$ cat config.mk
export PLATFORM = sky130hd
export DESIGN_NAME = dp_core
export DESIGN_NICKNAME = d
export VERILOG_FILES = /design/src/rtl/dp_pkg.sv /design/src/rtl/dp_regfile.sv /design/src/rtl/dp_core.sv
export SDC_FILE = /design/constraint.sdc
export NUM_CORES = 1
export LEC_CHECK = 0
export ABC_AREA = 1
export CAP_MARGIN = 20
export CORE_ASPECT_RATIO = 1.25
export CORE_UTILIZATION = 40
export CTS_BUF_LIST = sky130_fd_sc_hd__clkbuf_8
export DETAILED_ROUTE_END_ITERATION = 12
export GPL_TIMING_DRIVEN = 1
export PLACE_DENSITY_LB_ADDON = 0.1
export RECOVER_POWER = 25
export SETUP_SLACK_MARGIN = 0.15
export SYNTH_ARGS = -nofsm -noshare
export SYNTH_HDL_FRONTEND = slang
export SYNTH_SLANG_ARGS = --single-unit
$ cat constraint.sdc
create_clock -name clk -period 2.9 [get_ports clk]
set_input_delay 0.58 -clock clk [delete_from_list [all_inputs] [get_ports clk]]
set_output_delay 0.58 -clock clk [all_outputs]
set_load 0.02 [all_outputs]
$ cat src/rtl/dp_pkg.sv
// Shared encodings and FSM state type for the dp_core datapath.
// Optional multiplier is enabled by defining DP_MUL_EN.
package dp_pkg;

    localparam logic [2:0] OP_ADD = 3'b000;
    localparam logic [2:0] OP_SUB = 3'b001;
    localparam logic [2:0] OP_AND = 3'b010;
    localparam logic [2:0] OP_MVN = 3'b011;
    localparam logic [2:0] OP_MOV = 3'b100;
    localparam logic [2:0] OP_CMP = 3'b101;
    localparam logic [2:0] OP_MUL = 3'b110;
    localparam logic [2:0] OP_NOP = 3'b111;

    localparam logic [1:0] SH_NONE = 2'b00;
    localparam logic [1:0] SH_LSL  = 2'b01;
    localparam logic [1:0] SH_LSR  = 2'b10;
    localparam logic [1:0] SH_ASR  = 2'b11;

    localparam logic WSEL_ALU = 1'b0;
    localparam logic WSEL_MEM = 1'b1;

    typedef enum logic [2:0] {
        S_IDLE,
        S_READ,
        S_EXEC,
        S_MUL,
        S_WB
    } state_t;

    // Without the multiplier, op 110 degrades to a NOP.
    function automatic logic op_is_nop(input logic [2:0] op);
`ifdef DP_MUL_EN
        return (op == OP_NOP);
`else
        return (op == OP_NOP) || (op == OP_MUL);
`endif
    endfunction

    function automatic logic op_writes(input logic [2:0] op);
        return !(op_is_nop(op) || (op == OP_CMP));
    endfunction

endpackage

$ cat src/rtl/dp_regfile.sv
// NREG x W register file: synchronous write, two asynchronous read ports,
// cleared asynchronously on rst_n.
module dp_regfile
    import dp_pkg::*;
#(
    parameter  int W    = 16,
    parameter  int NREG = 8,
    localparam int AW   = $clog2(NREG)
) (
    input  logic          clk,
    input  logic          rst_n,
    input  logic          we,
    input  logic [AW-1:0] waddr,
    input  logic [W-1:0]  wdata,
    input  logic [AW-1:0] raddr_a,
    input  logic [AW-1:0] raddr_b,
    output logic [W-1:0]  rdata_a,
    output logic [W-1:0]  rdata_b
);

    logic [W-1:0] mem [NREG];

    always_ff @(posedge clk or negedge rst_n) begin
        if (!rst_n) begin
            for (int i = 0; i < NREG; i++) begin
                mem[i] <= '0;
            end
        end else if (we) begin
            mem[waddr] <= wdata;
        end
    end

    assign rdata_a = mem[raddr_a];
    assign rdata_b = mem[raddr_b];

endmodule

$ cat src/rtl/dp_core.sv
// Self-sequencing multi-cycle datapath: IDLE -> READ -> EXEC -> WB, with an
// optional iterative MUL state built only when DP_MUL_EN is defined.
module dp_core
    import dp_pkg::*;
#(
    parameter  int W    = 16,
    parameter  int NREG = 8,
    localparam int AW   = $clog2(NREG)
) (
    input  logic          clk,
    input  logic          rst_n,
    input  logic          req_valid,
    output logic          req_ready,
    input  logic [2:0]    op,
    input  logic [AW-1:0] rd,
    input  logic [AW-1:0] rs1,
    input  logic [AW-1:0] rs2,
    input  logic [W-1:0]  imm,
    input  logic          use_imm,
    input  logic [1:0]    shift,
    input  logic          wsel,
    input  logic [W-1:0]  mdata,
    output logic          resp_valid,
    output logic [W-1:0]  result,
    output logic          z_out,
    output logic          n_out,
    output logic          v_out
);

    state_t        state_reg;
    logic [2:0]    op_reg;
    logic [AW-1:0] rd_reg, rs1_reg, rs2_reg;
    logic [W-1:0]  imm_reg;
    logic          use_imm_reg;
    logic [1:0]    shift_reg;
    logic          wsel_reg;
    logic [W-1:0]  a_reg, b_reg, c_reg, result_reg;
    logic          z_reg, n_reg, v_reg;
    logic          resp_valid_reg, req_ready_reg;

    logic [W-1:0]  rf_a, rf_b, b_shift, alu_c;
    logic          alu_v, rf_we;

    assign rf_we = (state_reg == S_WB) && op_writes(op_reg);

    dp_regfile #(.W(W), .NREG(NREG)) u_rf (
        .clk     (clk),
        .rst_n   (rst_n),
        .we      (rf_we),
        .waddr   (rd_reg),
        .wdata   (result_reg),
        .raddr_a (rs1_reg),
        .raddr_b (rs2_reg),
        .rdata_a (rf_a),
        .rdata_b (rf_b)
    );

    always_comb begin
        b_shift = rf_b;
        case (shift_reg)
            SH_LSL:  b_shift = {rf_b[W-2:0], 1'b0};
            SH_LSR:  b_shift = {1'b0, rf_b[W-1:1]};
            SH_ASR:  b_shift = {rf_b[W-1], rf_b[W-1:1]};
            default: b_shift = rf_b;
        endcase
    end

    // NOP (and disabled MUL) leaves C untouched so result repeats the last value.
    always_comb begin
        alu_c = c_reg;
        alu_v = 1'b0;
        case (op_reg)
            OP_ADD: begin
                alu_c = a_reg + b_reg;
                alu_v = (a_reg[W-1] == b_reg[W-1]) && (alu_c[W-1] != a_reg[W-1]);
            end
            OP_SUB, OP_CMP: begin
                alu_c = a_reg - b_reg;
                alu_v = (a_reg[W-1] != b_reg[W-1]) && (alu_c[W-1] != a_reg[W-1]);
            end
            OP_AND:  alu_c = a_reg & b_reg;
            OP_MVN:  alu_c = ~b_reg;
            OP_MOV:  alu_c = b_reg;
            default: alu_c = c_reg;
        endcase
    end

`ifdef DP_MUL_EN
    localparam int CW = $clog2(W);
    logic [2*W-1:0] prod_reg;
    logic [CW-1:0]  cnt_reg;
    logic [W:0]     mul_sum;
    logic [2*W-1:0] prod_next;

    // Shift-add step: high half accumulates B when the multiplier LSB is set.
    assign mul_sum   = {1'b0, prod_reg[2*W-1:W]} + (prod_reg[0] ? {1'b0, b_reg} : {(W+1){1'b0}});
    assign prod_next = {mul_sum, prod_reg[W-1:1]};
`endif

    always_ff @(posedge clk or negedge rst_n) begin
        if (!rst_n) begin
            state_reg      <= S_IDLE;
            op_reg         <= OP_NOP;
            rd_reg         <= '0;
            rs1_reg        <= '0;
            rs2_reg        <= '0;
            imm_reg        <= '0;
            use_imm_reg    <= 1'b0;
            shift_reg      <= SH_NONE;
            wsel_reg       <= WSEL_ALU;
            a_reg          <= '0;
            b_reg          <= '0;
            c_reg          <= '0;
            result_reg     <= '0;
            z_reg          <= 1'b0;
            n_reg          <= 1'b0;
            v_reg          <= 1'b0;
            resp_valid_reg <= 1'b0;
            req_ready_reg  <= 1'b1;
`ifdef DP_MUL_EN
            prod_reg       <= '0;
            cnt_reg        <= '0;
`endif
        end else begin
            case (state_reg)
                S_IDLE: begin
                    if (req_valid && req_ready_reg) begin
                        op_reg        <= op;
                        rd_reg        <= rd;
                        rs1_reg       <= rs1;
                        rs2_reg       <= rs2;
                        imm_reg       <= imm;
                        use_imm_reg   <= use_imm;
                        shift_reg     <= shift;
                        wsel_reg      <= wsel;
                        req_ready_reg <= 1'b0;
                        state_reg     <= S_READ;
                    end
                end
                S_READ: begin
                    a_reg <= rf_a;
                    b_reg <= use_imm_reg ? imm_reg : b_shift;
`ifdef DP_MUL_EN
                    prod_reg <= {{W{1'b0}}, rf_a};
                    cnt_reg  <= '0;
                    state_reg <= (op_reg == OP_MUL) ? S_MUL : S_EXEC;
`else
                    state_reg <= S_EXEC;
`endif
                end
                S_EXEC: begin
                    c_reg <= alu_c;
                    if (!op_is_nop(op_reg)) begin
                        z_reg <= (alu_c == '0);
                        n_reg <= alu_c[W-1];
                        v_reg <= alu_v;
                    end
                    result_reg     <= (wsel_reg == WSEL_MEM) ? mdata : alu_c;
                    resp_valid_reg <= 1'b1;
                    state_reg      <= S_WB;
                end
`ifdef DP_MUL_EN
                S_MUL: begin
                    prod_reg <= prod_next;
                    cnt_reg  <= cnt_reg + 1'b1;
                    if (cnt_reg == CW'(W-1)) begin
                        c_reg          <= prod_next[W-1:0];
                        z_reg          <= (prod_next[W-1:0] == '0);
                        n_reg          <= prod_next[W-1];
                        v_reg          <= |prod_next[2*W-1:W];
                        result_reg     <= (wsel_reg == WSEL_MEM) ? mdata : prod_next[W-1:0];
                        resp_valid_reg <= 1'b1;
                        state_reg      <= S_WB;
                    end
                end
`endif
                S_WB: begin
                    resp_valid_reg <= 1'b0;
                    req_ready_reg  <= 1'b1;
                    state_reg      <= S_IDLE;
                end
                default: state_reg <= S_IDLE;
            endcase
        end
    end

    assign req_ready  = req_ready_reg;
    assign resp_valid = resp_valid_reg;
    assign result     = result_reg;
    assign z_out      = z_reg;
    assign n_out      = n_reg;
    assign v_out      = v_reg;

endmodule

==> impl_metrics.env, run 1 <==
export IMPL_status="finished with violations"
export IMPL_violations="capacitance limit, slew limit"
export IMPL_postCtsSetupRepairBufs=0
export IMPL_num_antenna_cells=0
export IMPL_path_class="reg2reg"
export IMPL_numClockSinks=232
export IMPL_place_area_sq_um=14900
export IMPL_syn_mean_instance_area_sq_um=7.18
export IMPL_nNetsFinal=2047
export IMPL_hp_class="reg2reg"
export IMPL_power_frac_clock_pct=15.6
export IMPL_cts_buffer_depth=3
export IMPL_powerDensity_nw_per_um2=1250
export IMPL_synth_top_family_by_area="simple AND/OR/NAND/NOR gates"
export IMPL_syn_area_sq_um=13700
export IMPL_grt_max_degree=75
export IMPL_cpPeakStageDelay_ns=0.47
export IMPL_final_cell_mix="nand2_1 (530), o21ai_0 (289), inv_1 (232)"
export IMPL_ctsResizeCount=0
export IMPL_h_tree_depth=2
export IMPL_dp_hpwl_microns=35800
export IMPL_drt_wirelength_per_cell_microns=20.3
export IMPL_layout_min_cycle_time_ns=2.58
export IMPL_path_delay_family="simple AND/OR/NAND/NOR gates"
export IMPL_slew_limit_headroom_pct=-41.9
export IMPL_die_area_sq_um=35000
export IMPL_p_int_w=0.00972
export IMPL_cpMostUsedCell="nand3_1"
export IMPL_period_share_pct=88.9
export IMPL_io_buffers=71
export IMPL_crit_buf_inv=1
export IMPL_routed_wl_microns=49000
export IMPL_crit_chain="ha_1, fa_1, inv_1, nand3_1, nand3_1, nand2_1, nand3_1, nand2_1, nand3_1, nand4_1, nor2_1, nand3_1, o21bai_2"
export IMPL_fin_setup_tns_ns=0
export IMPL_drive_above_1_share_pct=6.97
export IMPL_insertion_delay_ns=0.57
export IMPL_cts_inserted_buffers=42
export IMPL_ioPinCount=72
export IMPL_synth_cell_types=41
export IMPL_die_h_microns=209
export IMPL_cts_tree="yes"
export IMPL_setup_viol=0
export IMPL_grt_usage_pct=28.3
export IMPL_largest_reg_flops=128
export IMPL_die_w_microns=168
export IMPL_rows=75
export IMPL_cts_clk_slew_worst_paths_ns=0.06
export IMPL_clock_skew_final_ns=0.0308
export IMPL_drt_iter0_drc=1018
export IMPL_rrSetupSlack_ns=0.32
export IMPL_first_global_vias=13100
export IMPL_p_seq_share_pct=29.3
export IMPL_synth_xor_area_share_pct=0.0639
export IMPL_vias_per_cell=5.56
export IMPL_grt_ovfl_total=0
export IMPL_slew_viol_final=73
export IMPL_synthAdderAreaFrac_pct=3.21
export IMPL_worst_pin_slew_ns=2.13
export IMPL_ant_nets=0
export IMPL_ys_ff_latch=232
export IMPL_antenna_found_initial=0
export IMPL_final_common_cell="nand2_1"
export IMPL_rsz0062_at_grt="false"
export IMPL_combPwrFrac_pct=55.0
export IMPL_grt_pass1_wl_microns=75500
export IMPL_synth_compound_area_share_pct=21.4
export IMPL_fmax_mhz=388
export IMPL_cts_root_buf="clkbuf_8"
export IMPL_drc=0
export IMPL_yosysSeqAreaShare_pct=42.4
export IMPL_place_gp_congestion=0.970
export IMPL_ys_warn_count=0
export IMPL_power_w=0.0197
export IMPL_dr_pass1_iters=6
export IMPL_cts_hold_buffers=0
export IMPL_cp_start_kind="register"
export IMPL_core_area_sq_um=33700
export IMPL_maxCapViolations=1
export IMPL_start_util_pct=40.7
export IMPL_p_leak_nw=7.46
export IMPL_syn_nets=1996
export IMPL_critical_path_max_fanout=6
export IMPL_hold_violations=0
export IMPL_cp_end_kind="register"
export IMPL_netSwitchingPower_w=0.00999
export IMPL_area_growth_pct=15.0
export IMPL_synth_simple_gate_area_share_pct=23.3
export IMPL_crit_slowest_cell="dfrtp_2"
export IMPL_whs_ns=0.481
export IMPL_stdcell_area_sq_um=15800
export IMPL_num_vias=13400
export IMPL_swShare_pct=50.7
export IMPL_netlist_instances=1911
export IMPL_critical_path_required_ns=3.37
export IMPL_synthMuxAreaShare_pct=0.0730
export IMPL_arrival_ns=3.05
export IMPL_ir_drop_mv=0.442
export IMPL_top_register="u_rf.mem"
## power by group through the flow
| stage | Sequential (W) | Clock, W | Combinational, W |
|---|---|---|---|
| 2_1_floorplan | 0.00544 | 0 | 0.00721 |
| 3_3_place_gp | 0.00576 | 0 | 0.0106 |
| 3_5_place_dp | 0.00580 | 0 | 0.0107 |
| 4_1_cts | 0.00576 | 0.00316 | 0.0108 |
| 5_1_grt | 0.00595 | 0.00331 | 0.0120 |
| 6_report | 0.00579 | 0.00308 | 0.0108 |
## worst reg2reg max path, cell delays in order (launching register included)
cell,delay [ns]
dfrtp_2,0.47
ha_1,0.22
fa_1,0.40
inv_1,0.16
nand3_1,0.09
nand3_1,0.19
nand2_1,0.11
nand3_1,0.08
nand2_1,0.06
nand3_1,0.06
nand4_1,0.26
nor2_1,0.18
nand3_1,0.11
o21bai_2,0.11
## routing by layer
| layer | vias to the layer above | wire, microns | global-route usage, % |
|---|---|---|---|
| met2 | 426 | 24500 | 50.1 |
| met3 | 124 | 2570 | 4.00 |
| met4 | 0 | 2710 | 15.2 |
| met5 | - | 0 | 0 |
| met1 | 6464 | 19200 | 33.1 |
| li1 | 6431 | - | - |
## per-stage QoR
stage | utilization (%) | cells | setup slack (ns)
floorplan | - | 1911 | 0.869
global placement | 44.4 | 2341 | 0.297
detailed placement | 44.4 | 2341 | 0.285
CTS | 46.8 | 2418 | 0.242
global route | 46.8 | 2418 | 0.127
finish | 46.8 | 2418 | 0.321
## synthesized netlist by cell type, drive strengths merged
master | instances | area share [%]
a211oi | 2 | 0.11
a21oi | 122 | 4.5
a221oi | 1 | 0.064
and2 | 3 | 0.14
buf | 41 | 1.6
clkbuf | 75 | 2.1
clkinv | 3 | 0.082
dfrtp | 228 | 42
dfstp | 4 | 0.77
fa | 2 | 0.29
ha | 32 | 2.9
inv | 216 | 5.9
mux2i | 1 | 0.073
nand2 | 532 | 15
nand3 | 121 | 4.5
nand3b | 2 | 0.11
nand4 | 30 | 1.4
nor2 | 83 | 2.3
nor3 | 4 | 0.18
o211ai | 43 | 2.4
o21a | 1 | 0.055
o21ai | 304 | 11
o21bai | 2 | 0.14
o221ai | 23 | 1.5
o22ai | 33 | 1.5
or2 | 2 | 0.091
xor2 | 1 | 0.064
## kinds of logic (layout without fill, tap and decap cells)
group / count (synthesis) / after routing
multiplexers: 1 / 1
XOR/XNOR: 1 / 1
flip-flops: 232 / 232
AND/OR/NAND/NOR: 777 / 777
buffers and inverters: 335 / 419
adder cells (fa/ha/maj): 34 / 34
AO/OA/AOI/OAI: 531 / 531
## path summary, 6_finish.rpt
kind / from / to / cells after the start
setup / recovery: b_reg[0]$_DFFE_PN0P_ / z_out$_DFFE_PN0P_ / 13
min in group asynchronous: rst_n / u_rf.mem[84]$_DFFE_PN0P_ / 1
max in group asynchronous: rst_n / u_rf.mem[27]$_DFFE_PN0P_ / 2
hold / removal: c_reg[3]$_DFFE_PN0P_ / c_reg[3]$_DFFE_PN0P_ / 2
hold reg to reg: c_reg[3]$_DFFE_PN0P_ / c_reg[3]$_DFFE_PN0P_ / 2
setup reg to reg: b_reg[0]$_DFFE_PN0P_ / z_out$_DFFE_PN0P_ / 13
## cell type report
class	count	area (sq um)
timing repair buffer	123	1160
inverter	219	822
fill	3426	17900
multi-input combinational	1344	6610
clock inverter	24	104
tap	423	529
sequential	232	5820
clock buffer	53	729
No activity file was read; power rests on OpenSTA's default activity.
==> run 2: changes to the inputs <==
Settings changed: ABC_CLOCK_PERIOD_IN_PS set to 2900, CORE_UTILIZATION 40 to 24.
==> impl_metrics.env, run 2 (synthesis results as in run 1) <==
export IMPL_status="finished with violations"
export IMPL_violations="capacitance limit, slew limit"
export IMPL_die_w_microns=216
export IMPL_slew_viol_final=51
export IMPL_p_leak_nw=7.52
export IMPL_io_buffers=71
export IMPL_crit_slowest_cell="nor3_1"
export IMPL_hp_class="reg2reg"
export IMPL_drc=0
export IMPL_fmax_mhz=363
export IMPL_drt_iter0_drc=878
export IMPL_crit_chain="nor3_1, inv_1, a211oi_1, a21oi_1"
export IMPL_drive_above_1_share_pct=8.02
export IMPL_cts_tree="yes"
export IMPL_layout_min_cycle_time_ns=2.75
export IMPL_critical_path_max_fanout=16
export IMPL_ir_drop_mv=0.489
export IMPL_routed_wl_microns=56700
export IMPL_h_tree_depth=2
export IMPL_nNetsFinal=2058
export IMPL_start_util_pct=24.4
export IMPL_clock_skew_final_ns=0.0286
export IMPL_largest_reg_flops=128
export IMPL_cp_end_kind="register"
export IMPL_grt_ovfl_total=0
export IMPL_reg2reg_depth=4
export IMPL_multi_input_area_sq_um=6660
export IMPL_area_growth_pct=19.4
export IMPL_arrival_ns=3.19
export IMPL_worst_pin_slew_ns=1.51
export IMPL_dr_pass1_iters=6
export IMPL_die_h_microns=269
export IMPL_setup_viol=0
export IMPL_crit_path_start="state_reg[2]$_DFFE_PN0P_"
export IMPL_first_global_vias=13200
export IMPL_holdPathStages=2
export IMPL_period_share_pct=94.9
export IMPL_cpPeakStageDelay_ns=0.92
export IMPL_grt_pass1_wl_microns=85600
export IMPL_dp_hpwl_microns=41200
export IMPL_place_area_sq_um=15400
export IMPL_drt_wirelength_per_cell_microns=20.7
export IMPL_num_vias=13200
export IMPL_insertion_delay_ns=0.60
export IMPL_maxCapViolations=1
export IMPL_slew_limit_headroom_pct=-0.889
export IMPL_core_area_sq_um=56200
export IMPL_rows=97
export IMPL_worstHoldStart="req_ready$_DFFE_PN1P_"
export IMPL_nFillCells=6183
export IMPL_ant_nets=0
export IMPL_reg2reg_from="state_reg[2]$_DFFE_PN0P_"
export IMPL_numClockSinks=232
export IMPL_cts_clk_slew_worst_paths_ns=0.06
export IMPL_place_gp_congestion=0.958
export IMPL_seq_area_sq_um=5820
export IMPL_top_register="u_rf.mem"
export IMPL_final_cell_mix="nand2_1 (528), o21ai_0 (289), inv_1 (223), dfrtp_1 (223), a21oi_1 (121)"
export IMPL_place_ws_ns=-0.262
export IMPL_cts_inserted_buffers=44
export IMPL_powerDensity_nw_per_um2=1260
export IMPL_critical_path_required_ns=3.34
export IMPL_antenna_found_initial=1
export IMPL_hold_violations=0
export IMPL_die_area_sq_um=58100
export IMPL_rsz0062_at_grt="false"
export IMPL_ioPinCount=72
export IMPL_vias_per_cell=4.81
export IMPL_stdcell_area_sq_um=16400
export IMPL_fin_ws_ns=0.149
export IMPL_cp_start_kind="register"
export IMPL_cts_buffer_depth=3
export IMPL_grt_usage_pct=19.6
export IMPL_final_common_cell="nand2_1"
export IMPL_cts_root_buf="clkbuf_8"
export IMPL_path_class="reg2reg"
export IMPL_grt_max_degree=66
==> run 2: worst max-delay path, delay by kind of cell, from the launching register on <==
| family | cells | cell delay, ns |
|---|---|---|
| buffers and inverters | 1 | 0.63 |
| flip-flops | 1 | 0.40 |
| AND/OR/NAND/NOR | 1 | 0.92 |
| AO/OA/AOI/OAI | 2 | 0.65 |
==> run 2: layout make-up <==
| cell class | instances | share of cell area [%] |
|---|---|---|
| Tap cell | 742 | 5.67 |
| Multi-Input combinational cell | 1344 | 40.7 |
| Timing Repair Buffer | 132 | 7.78 |
| Clock inverter | 11 | 0.420 |
| Sequential cell | 232 | 35.5 |
| Antenna cell | 1 | 0.0153 |
| Clock buffer | 58 | 4.87 |
| Inverter | 219 | 5.02 |
==> run 2: routing by layer <==
metal / up-vias / GRT usage (%) / wire (microns)
met5: - / 0 / 0
li1: 6452 / - / -
met2: 289 / 35.6 / 29500
met1: 6328 / 23.2 / 23200
met4: 0 / 8.19 / 2280
met3: 95 / 2.21 / 1720
==> run 2: final timing paths <==
| path | end | slack (ns) |
|---|---|---|
| max reg2reg | result[1]$_DFFE_PN0P_ | 0.15 |
| max in group asynchronous | result[13]$_DFFE_PN0P_ | 0.79 |
| min reg2reg | req_ready$_DFFE_PN1P_ | 0.48 |
| min in group asynchronous | u_rf.mem[0]$_DFFE_PN0P_ | 0.91 |
| min | req_ready$_DFFE_PN1P_ | 0.48 |
| max | result[1]$_DFFE_PN0P_ | 0.15 |
==> run 2: power by group <==
group          total, W  internal, W  switching [W]
Combinational    0.0116      0.00373        0.00791
Clock           0.00328      0.00184        0.00144
Sequential      0.00578      0.00461        0.00117
Total            0.0207       0.0102         0.0105
==> run 2: what timing repair did <==
| item | 4_1_cts | 5_1_grt |
|---|---|---|
| endpoints found under the hold margin | 49 | 0 |
| setup endpoints to repair | 4 | 7 |
| gates cloned | 0 | 0 |
| pin swaps | 1 | 2 |
| hold buffers | 1 | 0 |
| resized for setup | 8 | 15 |
| buffers inserted | 1 | 2 |
==> run 2: metrics by stage <==
stage               std cells  hold slack (ns)  TNS (ns)  util (%)  power [W]
floorplan                1911            0.284         0         -     0.0127
global placement         2665            0.466    -0.502      27.4     0.0174
detailed placement       2665            0.473    -0.389      27.4     0.0174
CTS                      2736            0.472         0      29.1     0.0209
global route             2739            0.493         0      29.1     0.0225
finish                   2739            0.476         0      29.1     0.0207
==> run 3: changes to the inputs <==
Settings changed: ABC_AREA 1 to not set.
==> impl_metrics.env, run 3 <==
export IMPL_place_ws_ns=-0.342
export IMPL_synth_edf_count=0
export IMPL_synth_compound_area_share_pct=12.8
export IMPL_worst_pin_slew_ns=1.70
export IMPL_clock_skew_final_ns=0.0377
export IMPL_critical_path_max_fanout=14
export IMPL_ys_warn_count=0
export IMPL_drt_wirelength_per_cell_microns=21.4
export IMPL_synth_top_family_by_area="multiplexers"
export IMPL_synth_top_area_share_pct=41.7
export IMPL_final_common_cell="dfrtp_1"
export IMPL_final_cell_mix="dfrtp_1 (223), mux2_2 (174), buf_4 (153)"
export IMPL_cts_buffer_depth=3
export IMPL_critical_path_required_ns=3.44
export IMPL_ir_drop_mv=0.222
export IMPL_yosysTopAreaCell="dfrtp_1"
export IMPL_synth_flop_cell="dfrtp_1"
export IMPL_cts_tree="yes"
export IMPL_drc=0
export IMPL_syn_area_sq_um=13700
export IMPL_synthArstFlopShare_pct=100
export IMPL_cpPeakStageDelay_ns=0.67
export IMPL_insertion_delay_ns=0.62
export IMPL_numClockSinks=232
export IMPL_ys_ff_latch=232
export IMPL_crit_slowest_cell="dfstp_2"
export IMPL_ioPinCount=72
export IMPL_hp_class="reg2reg"
export IMPL_layout_min_cycle_time_ns=2.90
export IMPL_grt_ovfl_total=0
export IMPL_die_area_sq_um=58000
export IMPL_synthAdderAreaFrac_pct=3.22
export IMPL_period_share_pct=99.9
export IMPL_synth_most_common_cell="dfrtp_1"
export IMPL_grt_usage_pct=16.6
export IMPL_dr_pass1_iters=5
export IMPL_start_util_pct=24.3
export IMPL_fmax_mhz=345
export IMPL_crit_chain="buf_4, mux2i_1, a2bb2oi_1, nand3_1, a221o_1, a311oi_2, and4b_1, nand4_1, o21ai_1"
export IMPL_synth_top_cells_by_area="dfrtp_1 (42%), mux2_2 (14%), mux4_2 (11%), o21ai_0 (3.3%), mux2i_1 (3.1%)"
export IMPL_cts_clk_slew_worst_paths_ns=0.07
export IMPL_die_w_microns=216
export IMPL_routed_wl_microns=47200
export IMPL_area_growth_pct=31.0
export IMPL_rows=97
export IMPL_ant_nets=0
export IMPL_first_global_vias=11300
export IMPL_largest_reg_flops=128
export IMPL_num_vias=10600
export IMPL_rsz0062_at_grt="true"
export IMPL_violations="capacitance limit, slew limit"
export IMPL_grt_pass1_wl_microns=72000
export IMPL_cp_start_kind="register"
export IMPL_arrival_ns=3.44
export IMPL_cp_end_kind="register"
export IMPL_multi_input_area_sq_um=7970
export IMPL_nFillCells=5781
export IMPL_cts_inserted_buffers=45
export IMPL_synthMuxAreaShare_pct=27.9
export IMPL_io_buffers=71
export IMPL_h_tree_depth=2
export IMPL_core_area_sq_um=56200
export IMPL_setup_viol=0
export IMPL_powerDensity_nw_per_um2=366
export IMPL_yosysSeqAreaShare_pct=42.5
export IMPL_top_register="u_rf.mem"
export IMPL_drt_iter0_drc=467
export IMPL_nNetsFinal=1523
export IMPL_hold_violations=0
export IMPL_slew_limit_headroom_pct=-13.4
export IMPL_status="finished with violations"
export IMPL_synth_xor_area_share_pct=0.128
export IMPL_cts_root_buf="clkbuf_8"
export IMPL_synth_cell_types=71
export IMPL_whs_ns=0.481
export IMPL_p_leak_nw=7.84
export IMPL_slew_viol_final=62
export IMPL_place_gp_congestion=0.836
export IMPL_drive_above_1_share_pct=39.6
export IMPL_grt_max_degree=71
export IMPL_syn_nets=1312
export IMPL_seq_area_sq_um=5820
export IMPL_vias_per_cell=4.78
export IMPL_syn_mean_instance_area_sq_um=11.1
export IMPL_maxCapViolations=1
export IMPL_die_h_microns=269
export IMPL_dp_hpwl_microns=34300
export IMPL_antenna_found_initial=6
export IMPL_path_class="reg2reg"
export IMPL_fin_ws_ns=0.00284
export IMPL_synth_simple_gate_area_share_pct=9.94
export IMPL_netlist_instances=1227
export IMPL_synth_common_cells="dfrtp_1 (228), mux2_2 (174), nand2_1 (109)"
## run 3: through the flow
stage	utilization, %	total power, W	cell area [sq um]	setup TNS [ns]	cells
detailed placement	29.0	0.00346	16300	-0.578	2107
CTS	31.2	0.00675	17500	-0.0741	2199
global placement	29.0	0.00346	16300	-0.541	2106
finish	31.9	0.00656	17900	0	2210
global route	31.9	0.00688	17900	-1.21	2209
floorplan	-	0.00330	13700	0	1227
## run 3: cell type report
class                   instances  area share, %
multi-input cells             875           44.5
repair buffers                250           12.5
diodes                          2         0.0279
well taps                     742           5.18
flip-flops and latches        232           32.5
clock buffers                  50           3.84
inverters                      34          0.726
clock inverters                25          0.817
## run 3: metal layers
metal  global-route usage [%]  up-vias  wire length (microns)
met5                        0        -                     13
met2                     29.4      139                  23800
met1                     20.7     5359                  20800
li1                         -     4990                      -
met4                     5.06        2                   1150
met3                     2.40       70                   1360
## run 3: cells by family (layout without fill, tap and decap cells)
kind of cell    after synthesis  count (layout)
simple gates                287             287
flops                       232             232
mux                         280             280
buf+inv                     120             359
compound gates              272             272
other cells                   0               2
xor+xnor                      2               2
fa+ha+maj                    34              34
## run 3: power breakdown
| group | leakage, nW | internal (W) | switching (W) |
|---|---|---|---|
| clock | 0.502 | 0.00166 | 0.00151 |
| sequential | 3.13 | 0.00324 | 0 |
| combinational | 4.20 | 0.0000648 | 0.0000831 |
| total | 7.84 | 0.00497 | 0.00159 |
## run 3: worst paths after layout
kind                            slack (ns)                  start                  endpoint  depth (start not counted)
min in group asynchronous             0.98                  rst_n  u_rf.mem[18]$_DFFE_PN0P_                          2
worst max-delay path                 0.003  op_reg[0]$_DFFE_PN1P_         z_out$_DFFE_PN0P_                          9
worst min register to register        0.48      n_out$_DFFE_PN0P_         n_out$_DFFE_PN0P_                          1
worst max register to register       0.003  op_reg[0]$_DFFE_PN1P_         z_out$_DFFE_PN0P_                          9
max in group asynchronous             0.37                  rst_n      a_reg[8]$_DFFE_PN0P_                          3
worst min-delay path                  0.48      n_out$_DFFE_PN0P_         n_out$_DFFE_PN0P_                          1
## run 3: timing repair
item,CTS,global route
endpoints found under the hold margin,57,0
pin swaps,35,37
gates resized for setup,58,79
buffers inserted,16,9
hold buffers,1,0
setup endpoints to repair,15,32
## run 3: worst max-delay path, delay by kind of cell (launching register included)
family / cells / cell delay (ns)
AO/OA/AOI/OAI: 4 / 1.11
flip-flops: 1 / 0.67
AND/OR/NAND/NOR: 3 / 0.54
buffers and inverters: 1 / 0.27
multiplexers: 1 / 0.24
